$ cat src/rtl/uart_tx_sequencer.sv
// UART transmitter: accepts one word per valid/ready handshake and serialises it as
// start bit, LSB-first data bits, optional parity bit and stop bit.
module uart_tx_sequencer #(
    parameter int CLKS_PER_BIT_P = 16,
    parameter int DATA_BITS_P    = 8,
    parameter int PARITY_P       = 0
) (
    input  logic                   clk_i,
    input  logic                   reset_i,
    input  logic                   valid_i,
    input  logic [DATA_BITS_P-1:0] data_i,
    output logic                   ready_o,
    output logic                   tx_o,
    output logic                   busy_o,
    output logic [3:0]             bit_idx_o
);

    localparam int              CNT_W   = $clog2(CLKS_PER_BIT_P);
    localparam logic [CNT_W-1:0] BAUD_TC = CNT_W'(CLKS_PER_BIT_P - 1);
    localparam logic [3:0]      BIT_TC  = 4'(DATA_BITS_P - 1);

    localparam logic [2:0] S_IDLE   = 3'd0;
    localparam logic [2:0] S_START  = 3'd1;
    localparam logic [2:0] S_DATA   = 3'd2;
    localparam logic [2:0] S_PARITY = 3'd3;
    localparam logic [2:0] S_STOP   = 3'd4;

    logic [2:0]             state_q;
    logic [CNT_W-1:0]       baud_q;
    logic [3:0]             bit_q;
    logic [DATA_BITS_P-1:0] shreg_q;
    logic                   parity_q;
    logic                   tx_q;
    logic                   baud_tc;
    logic                   handshake;

    function automatic logic calc_parity(input logic [DATA_BITS_P-1:0] d);
        return (^d) ^ (PARITY_P == 2);
    endfunction

    assign baud_tc   = (baud_q == BAUD_TC);
    assign handshake = valid_i && (state_q == S_IDLE);

    // Datapath: captured word and its parity carry no reset; state gates their use.
    always_ff @(posedge clk_i) begin
        if (handshake) begin
            shreg_q  <= data_i;
            parity_q <= calc_parity(data_i);
        end else if (state_q == S_DATA && baud_tc) begin
            shreg_q  <= shreg_q >> 1;
        end
    end

    always_ff @(posedge clk_i) begin
        if (reset_i) begin
            state_q <= S_IDLE;
            baud_q  <= '0;
            bit_q   <= '0;
            tx_q    <= 1'b1;
        end else begin
            if (state_q == S_IDLE || baud_tc) begin
                baud_q <= '0;
            end else begin
                baud_q <= baud_q + CNT_W'(1);
            end

            case (state_q)
                S_IDLE: begin
                    bit_q <= '0;
                    tx_q  <= 1'b1;
                    if (valid_i) begin
                        state_q <= S_START;
                        tx_q    <= 1'b0;
                    end
                end
                S_START: begin
                    if (baud_tc) begin
                        state_q <= S_DATA;
                        tx_q    <= shreg_q[0];
                    end
                end
                S_DATA: begin
                    if (baud_tc) begin
                        if (bit_q == BIT_TC) begin
                            bit_q <= '0;
                            if (PARITY_P != 0) begin
                                state_q <= S_PARITY;
                                tx_q    <= parity_q;
                            end else begin
                                state_q <= S_STOP;
                                tx_q    <= 1'b1;
                            end
                        end else begin
                            // shreg_q shifts on this same edge, so the next bit is at index 1
                            bit_q <= bit_q + 4'd1;
                            tx_q  <= shreg_q[1];
                        end
                    end
                end
                S_PARITY: begin
                    if (baud_tc) begin
                        state_q <= S_STOP;
                        tx_q    <= 1'b1;
                    end
                end
                S_STOP: begin
                    if (baud_tc) begin
                        state_q <= S_IDLE;
                        tx_q    <= 1'b1;
                    end
                end
                default: begin
                    state_q <= S_IDLE;
                    tx_q    <= 1'b1;
                end
            endcase
        end
    end

    assign ready_o   = (state_q == S_IDLE);
    assign busy_o    = ~ready_o;
    assign tx_o      = tx_q;
    assign bit_idx_o = (state_q == S_DATA) ? bit_q : 4'd0;

endmodule

$ cat config.mk
export PLATFORM = sky130hd
export DESIGN_NAME = uart_tx_sequencer
export DESIGN_NICKNAME = d
export VERILOG_FILES = /design/src/rtl/uart_tx_sequencer.sv
export SDC_FILE = /design/constraint.sdc
export NUM_CORES = 1
export LEC_CHECK = 0
export BUFFER_PORTS_ARGS = -buffer_cell sky130_fd_sc_hd__buf_2
export CORE_MARGIN = 1
export CORE_UTILIZATION = 55
export CTS_CLUSTER_SIZE = 28
export DETAILED_ROUTE_END_ITERATION = 10
export PLACE_DENSITY = 0.79
export SKIP_LAST_GASP = 1
export SYNTH_ARGS = -nofsm -noshare
export SYNTH_HDL_FRONTEND = slang
export SYNTH_SLANG_ARGS = --single-unit
$ cat constraint.sdc
create_clock -name clk_i -period 2.6 [get_ports clk_i]
set_input_delay 0.39 -clock clk_i [delete_from_list [all_inputs] [get_ports clk_i]]
set_output_delay 0.39 -clock clk_i [all_outputs]
set_load 0.01 [all_outputs]
==> metrics.cfg, run 1 <==
[grt]
grt_pass1_wl_um = 3187
use_met3 = 0.02400
met1_usage = 0.3120
grt_util_all_layers = 0.2210
gr-usage-met2 = 0.3471
grt_pass1_vias = 730
top_usage_layer = met2
grt.overflow.total = 0
antenna_found_initial = 0
grt_max_degree = 20

[layout]
fill_cells = 148
syn2layout_area_growth_pct = 10.56
final_nets = 125
design_area_um2 = 1114
n_antenna_cell = 0
fin_cells = 136
layout-drive-gt1-share = 0.3423

[synth]
postSynthCellCount = 96
synth_cell_types = 39
seq_area_frac_synth = 0.4770
syn-mean-instance-area_um2 = 10.49
async_flop_share = 0
synth_warnings = 0
syn_nets = 109
ys.flop_type = dfxtp_1
netlist_area_um2 = 1007
synth_edf_count = 8
synth-seq-cells = 20

[cts]
clk_latency_ns = 0.30
cts.path.max_buffers = 2
cts_resized = 0
clk_pin_slew_ns = 0.11
htreeDepth = 1
cts_inserted_buffers = 3
tritoncts = built
clock_sinks = 20
post-cts-setup-buffers = 0
cts-hold-fix-buffers = 0
clockRootBuffer = clkbuf_4

[drt]
drt_wl_total_um = 1891
dr.pass1.iters = 4
via_count = 763
wl_per_cell_um = 13.90
route.detailed.drc = 0
ant_nets = 0
drt_iter0_drc = 13
via_per_inst = 5.610

[floorplanning]
fp.dieH_um = 44.80
num_io_pins = 18
die_area_um2 = 2007
die_w_um = 44.80
core_um2 = 1727
initial_utilization = 0.5833
fp-row-count = 15

[setup_path]
crit_type = flip-flop to output pin
start_kind = flip-flop
end_kind = output pin
worstPathMaxFanout = 19
worstPathRequired_ns = 2.21
arrival_ns = 1.59

[power]
ir_drop_mv = 0.3557
power.leakage_nw = 0.4472
power_density_nw_per_um2 = 569.4

[timing]
grt_setup_unrepaired = false
finalSetupTns_ns = 0
relSlewSlack = 0.6165
setup_viol = 0
tightest_slew_ns = 0.5744
period_share = 0.7610
fin_crit_ns = 1.979
clock_skew_ns = 0.003131
timing.fmax_mhz = 505.4
slew_violations = 0
finalHoldViolCount = 0

[run_status]
status = complete, no violations

[flow_run]
maxCapViolCount = 0

[placement]
dp_hpwl_um = 1405
dpl-instance-area_um2 = 1087
dp_cells = 132
gp_congestion = 0.7887
port_buffers = 17

[worst_hold_path]
hold_class = input port to flip-flop

-- critical path, cell delays in order, from the launching register on --
cell,delay (ns)
dfxtp_1,0.70
or3_1,0.38
inv_1,0.06
buf_2,0.14
-- flip-flops by register name, indices dropped and copies added (netlist names) --
name	count
tx_o	1
state_q	3
bit_q	4
baud_q	4
shreg_q	8
-- cell type report --
cell class                      count  area [um^2]  area share
Multi-Input combinational cell     69        486.7      0.4371
Sequential cell                    20        480.5      0.4315
Timing Repair Buffer               17        85.08     0.07640
Tap cell                           25        31.28     0.02809
Clock buffer                        3        22.52     0.02022
Clock inverter                      1        3.754    0.003371
Inverter                            1        3.754    0.003371
-- routing by layer --
metal | part of all wire | vias to the layer above
met1 | 0.48 | 364
li1 | - | 384
met4 | 0.015 | 0
met5 | 0 | -
met2 | 0.48 | 10
met3 | 0.022 | 5
-- final timing paths --
kind         cells after the start  slack [ns]               startpoint               endpoint
max                              3        0.62  state_q[1]$_SDFFE_PP0P_                ready_o
min                              2        0.36                  reset_i  bit_q[2]$_SDFFE_PP0P_
max reg2reg                      3        0.77  state_q[1]$_SDFFE_PP0P_   shreg_q[3]$_DFFE_PP_
min reg2reg                      1        0.46     baud_q[0]$_SDFF_PP0_   baud_q[0]$_SDFF_PP0_
-- stage by stage --
| step | hold slack, ns | power [W] | setup WS [ns] | util |
|---|---|---|---|---|
| after floorplan | 0.4176 | 0.0004622 | 1.095 | - |
| after global placement | 0.4295 | 0.0004816 | 0.9046 | 0.6297 |
| after detailed placement | 0.4406 | 0.0004884 | 0.8105 | 0.6297 |
| after CTS | 0.3576 | 0.0006362 | 0.6364 | 0.6449 |
| after global routing | 0.3660 | 0.0006608 | 0.4823 | 0.6449 |
| final | 0.3636 | 0.0006341 | 0.6214 | 0.6449 |
-- cells in the mapped netlist, drive strengths merged (2+ instances only) --
library cell  count  area, um^2
clkbuf            2       7.510
mux2              7       78.83
nand2             6       22.52
nor2              8       37.54
a21oi             2       10.01
or3               2       13.77
and3              8       62.56
a31oi             3       18.77
edfxtp            8       240.2
nand3            11       67.57
dfxtp            12       240.2
o21ai             3       15.01
ha                2       25.02
buf               4       28.78
-- power by group --
part           leakage (nW)  switching [W]  internal (W)  total, W
clock                0.0154      0.0000966     0.0000560  0.000153
combinational         0.257      0.0000568     0.0000485  0.000105
sequential            0.174      0.0000188      0.000357  0.000376
total                 0.447       0.000172      0.000462  0.000634
-- layout by cell type, fill, tap and decap left out, drive strengths merged, types with 2 or more instances in the layout --
cell,instances
a21oi,2
a31oi,3
and3,8
buf,17
clkbuf,3
dfxtp,12
edfxtp,8
ha,2
mux2,7
nand2,6
nand3,11
nor2,8
o21ai,3
or3,2
-- cell families after synthesis --
kind of cell    synth area share
compound gates           0.07827
xor+xnor                 0.01739
fa+ha+maj                0.02484
buf+inv                  0.03975
flops                     0.4770
mux                      0.08820
simple gates              0.2746
Note: power is estimated with default switching activity, not from simulation.
==> inputs of run 2 (changes only) <==
--- a/config.mk
+++ b/config.mk
@@ -5,12 +5,13 @@
 export SDC_FILE = /design/constraint.sdc
 export NUM_CORES = 1
 export LEC_CHECK = 0
+export ABC_AREA = 1
 export BUFFER_PORTS_ARGS = -buffer_cell sky130_fd_sc_hd__buf_2
 export CORE_MARGIN = 1
-export CORE_UTILIZATION = 55
+export CORE_UTILIZATION = 48
 export CTS_CLUSTER_SIZE = 28
 export DETAILED_ROUTE_END_ITERATION = 10
-export PLACE_DENSITY = 0.79
+export PLACE_DENSITY = 0.73
 export SKIP_LAST_GASP = 1
 export SYNTH_ARGS = -nofsm -noshare
 export SYNTH_HDL_FRONTEND = slang
==> constraint.sdc (replaced) <==
create_clock -name clk_i -period 1.61 [get_ports clk_i]
set_input_delay 0.2415 -clock clk_i [delete_from_list [all_inputs] [get_ports clk_i]]
set_output_delay 0.2415 -clock clk_i [all_outputs]
set_load 0.01 [all_outputs]
==> metrics.cfg, run 2 <==
[synth]
synth_edf_count = 8
synth_top_area_share = 0.2362
async_flop_share = 0
syn_nets = 139
ys.flop_type = dfxtp_1
synth_cell_types = 25
synthMostInstantiatedCell = nand2_1
synth-seq-cells = 20
synth_warnings = 0
synthTopCellsByCount = nand2_1 (30), nor2_1 (17), dfxtp_1 (12)
yosysTopAreaCell = dfxtp_1
syn-mean-instance-area_um2 = 8.073
seq_area_frac_synth = 0.4723
netlist_area_um2 = 1017
synth_area_leaders = dfxtp_1 (24%), edfxtp_1 (24%), nand2_1 (11%)
postSynthCellCount = 126

[worst_hold_path]
hp-start = reset_i
hold_class = input port to flip-flop
holdPathStages = 2
min_to = state_q[0]$_SDFFE_PP0P_

[layout]
final_nets = 162
layout-drive-gt1-share = 0.2838
reg.largest.list = shreg_q (8), baud_q (4), bit_q (4)
multi_input_area_um2 = 474.2
syn2layout_area_growth_pct = 15.50
final_common_cell = nand2_1
largest_register_ff_count = 8
layout_common_cells = nand2_1 (30), nor2_1 (17), buf_2 (17)
n_antenna_cell = 0
regArea_um2 = 481.7
design_area_um2 = 1175
regMostFlops = shreg_q
fin_cells = 175
fill_cells = 176

[placement]
dp_hpwl_um = 1458
dpl-instance-area_um2 = 1147
dp_cells = 171
gp_congestion = 0.8355
port_buffers = 17

[drt]
via_per_inst = 4.823
wl_per_cell_um = 11.05
via_count = 844
dr.pass1.iters = 5
route.detailed.drc = 0
drt_iter0_drc = 10
ant_nets = 0
drt_wl_total_um = 1934

[timing]
timing.fmax_mhz = 663.2
setup_viol = 0
finalSetupTns_ns = 0
fin_crit_ns = 1.508
relSlewSlack = 0.7639
slew_violations = 0
finalHoldViolCount = 0
tightest_slew_ns = 0.3532
grt_setup_unrepaired = false
clock_skew_ns = 0.0009645
period_share = 0.9366

[setup_path]
worstPathRequired_ns = 1.37
arrival_ns = 1.27
r2r_setup_slack_ns = 0.14
start_kind = flip-flop
timing.rr.end = shreg_q[6]$_DFFE_PP_
crit_type = flip-flop to output pin
worstPathMaxFanout = 10
regToRegStartpoint = state_q[0]$_SDFFE_PP0P_
ff2ff_path_depth = 5
end_kind = output pin

[cts]
htreeDepth = 1
tritoncts = built
clk_pin_slew_ns = 0.11
cts_inserted_buffers = 3
cts-hold-fix-buffers = 0
clockRootBuffer = clkbuf_4
post-cts-setup-buffers = 0
clock_sinks = 20
cts.path.max_buffers = 2
clk_latency_ns = 0.31

[grt]
grt.overflow.total = 0
grt_pass1_vias = 738
grt_util_all_layers = 0.1901
antenna_found_initial = 0
grt_pass1_wl_um = 2946
grt_max_degree = 12

[floorplanning]
fp.dieH_um = 48.04
core_um2 = 1982
fp-row-count = 16
initial_utilization = 0.5133
die_area_um2 = 2307
die_w_um = 48.04
num_io_pins = 18

[power]
ir_drop_mv = 0.7882
power_density_nw_per_um2 = 1598
power.leakage_nw = 0.5264

[run_status]
status = complete, no violations

[flow_run]
maxCapViolCount = 0

[run 2: cells by family after synthesis]
family	Yosys count	share of synthesized area
buffers and inverters	16	0.06150
xor gates and xnor gates	3	0.02583
and+or+nand+nor	74	0.3530
adders and majority gates	2	0.02460
DFF	20	0.4723
AOI/OAI and AO/OA	11	0.06273
[run 2: stage by stage]
stage	util	power [W]	setup slack, ns	hold slack, ns
floorplan	-	0.001424	0.1679	0.3039
global placement	0.5789	0.001613	0.2087	0.4295
detailed placement	0.5789	0.001638	0.1536	0.4452
CTS	0.5922	0.001889	0.05377	0.1541
global route	0.5928	0.002022	0.04378	0.1497
finish	0.5928	0.001878	0.1021	0.1612
[run 2: layout make-up]
class,count,area share
sequential,20,0.4100
multi-input combinational,90,0.4036
timing repair buffer,19,0.08520
inverter,15,0.05005
tap,27,0.02875
clock buffer,3,0.01917
clock inverter,1,0.003195
[run 2: worst max-delay path by stage]
stage | from | to | slack (ns) | depth (start not counted)
6_report | state_q[0]$_SDFFE_PP0P_ | ready_o | 0.10 | 4
2_1_floorplan | state_q[0]$_SDFFE_PP0P_ | shreg_q[0]$_DFFE_PP_ | 0.17 | 5
4_1_cts | state_q[1]$_SDFFE_PP0P_ | bit_idx_o[2] | 0.05 | 5
3_3_place_gp | state_q[0]$_SDFFE_PP0P_ | shreg_q[5]$_DFFE_PP_ | 0.21 | 5
3_5_place_dp | state_q[0]$_SDFFE_PP0P_ | shreg_q[6]$_DFFE_PP_ | 0.15 | 5
5_1_grt | state_q[0]$_SDFFE_PP0P_ | ready_o | 0.04 | 4
[run 2: where the power goes]
part | total (W) | internal [W] | leakage [nW] | switching, W
Clock | 0.000250 | 0.0000908 | 0.0154 | 0.000159
Combinational | 0.000778 | 0.000267 | 0.336 | 0.000511
Sequential | 0.000850 | 0.000748 | 0.175 | 0.000102
[run 2: worst max-delay path: stages (launching register included)]
cell     delay (ns)
dfxtp_1        0.39
nor2_2         0.20
nand2_4        0.10
inv_4          0.12
buf_2          0.14
[run 2: timing repair]
action                     4_1_cts  5_1_grt
gates resized for setup          0        1
hold endpoints to repair         0        0
setup endpoints to repair        0        4
[run 2: metal layers]
layer,wire length (um),global-route usage,share of wire,vias to the layer above
li1,-,-,-,451
met1,882,0.2212,0.46,367
met2,906,0.3000,0.47,20
met3,90,0.07925,0.047,6
met4,55,0.09444,0.028,0
met5,0,0,0,-
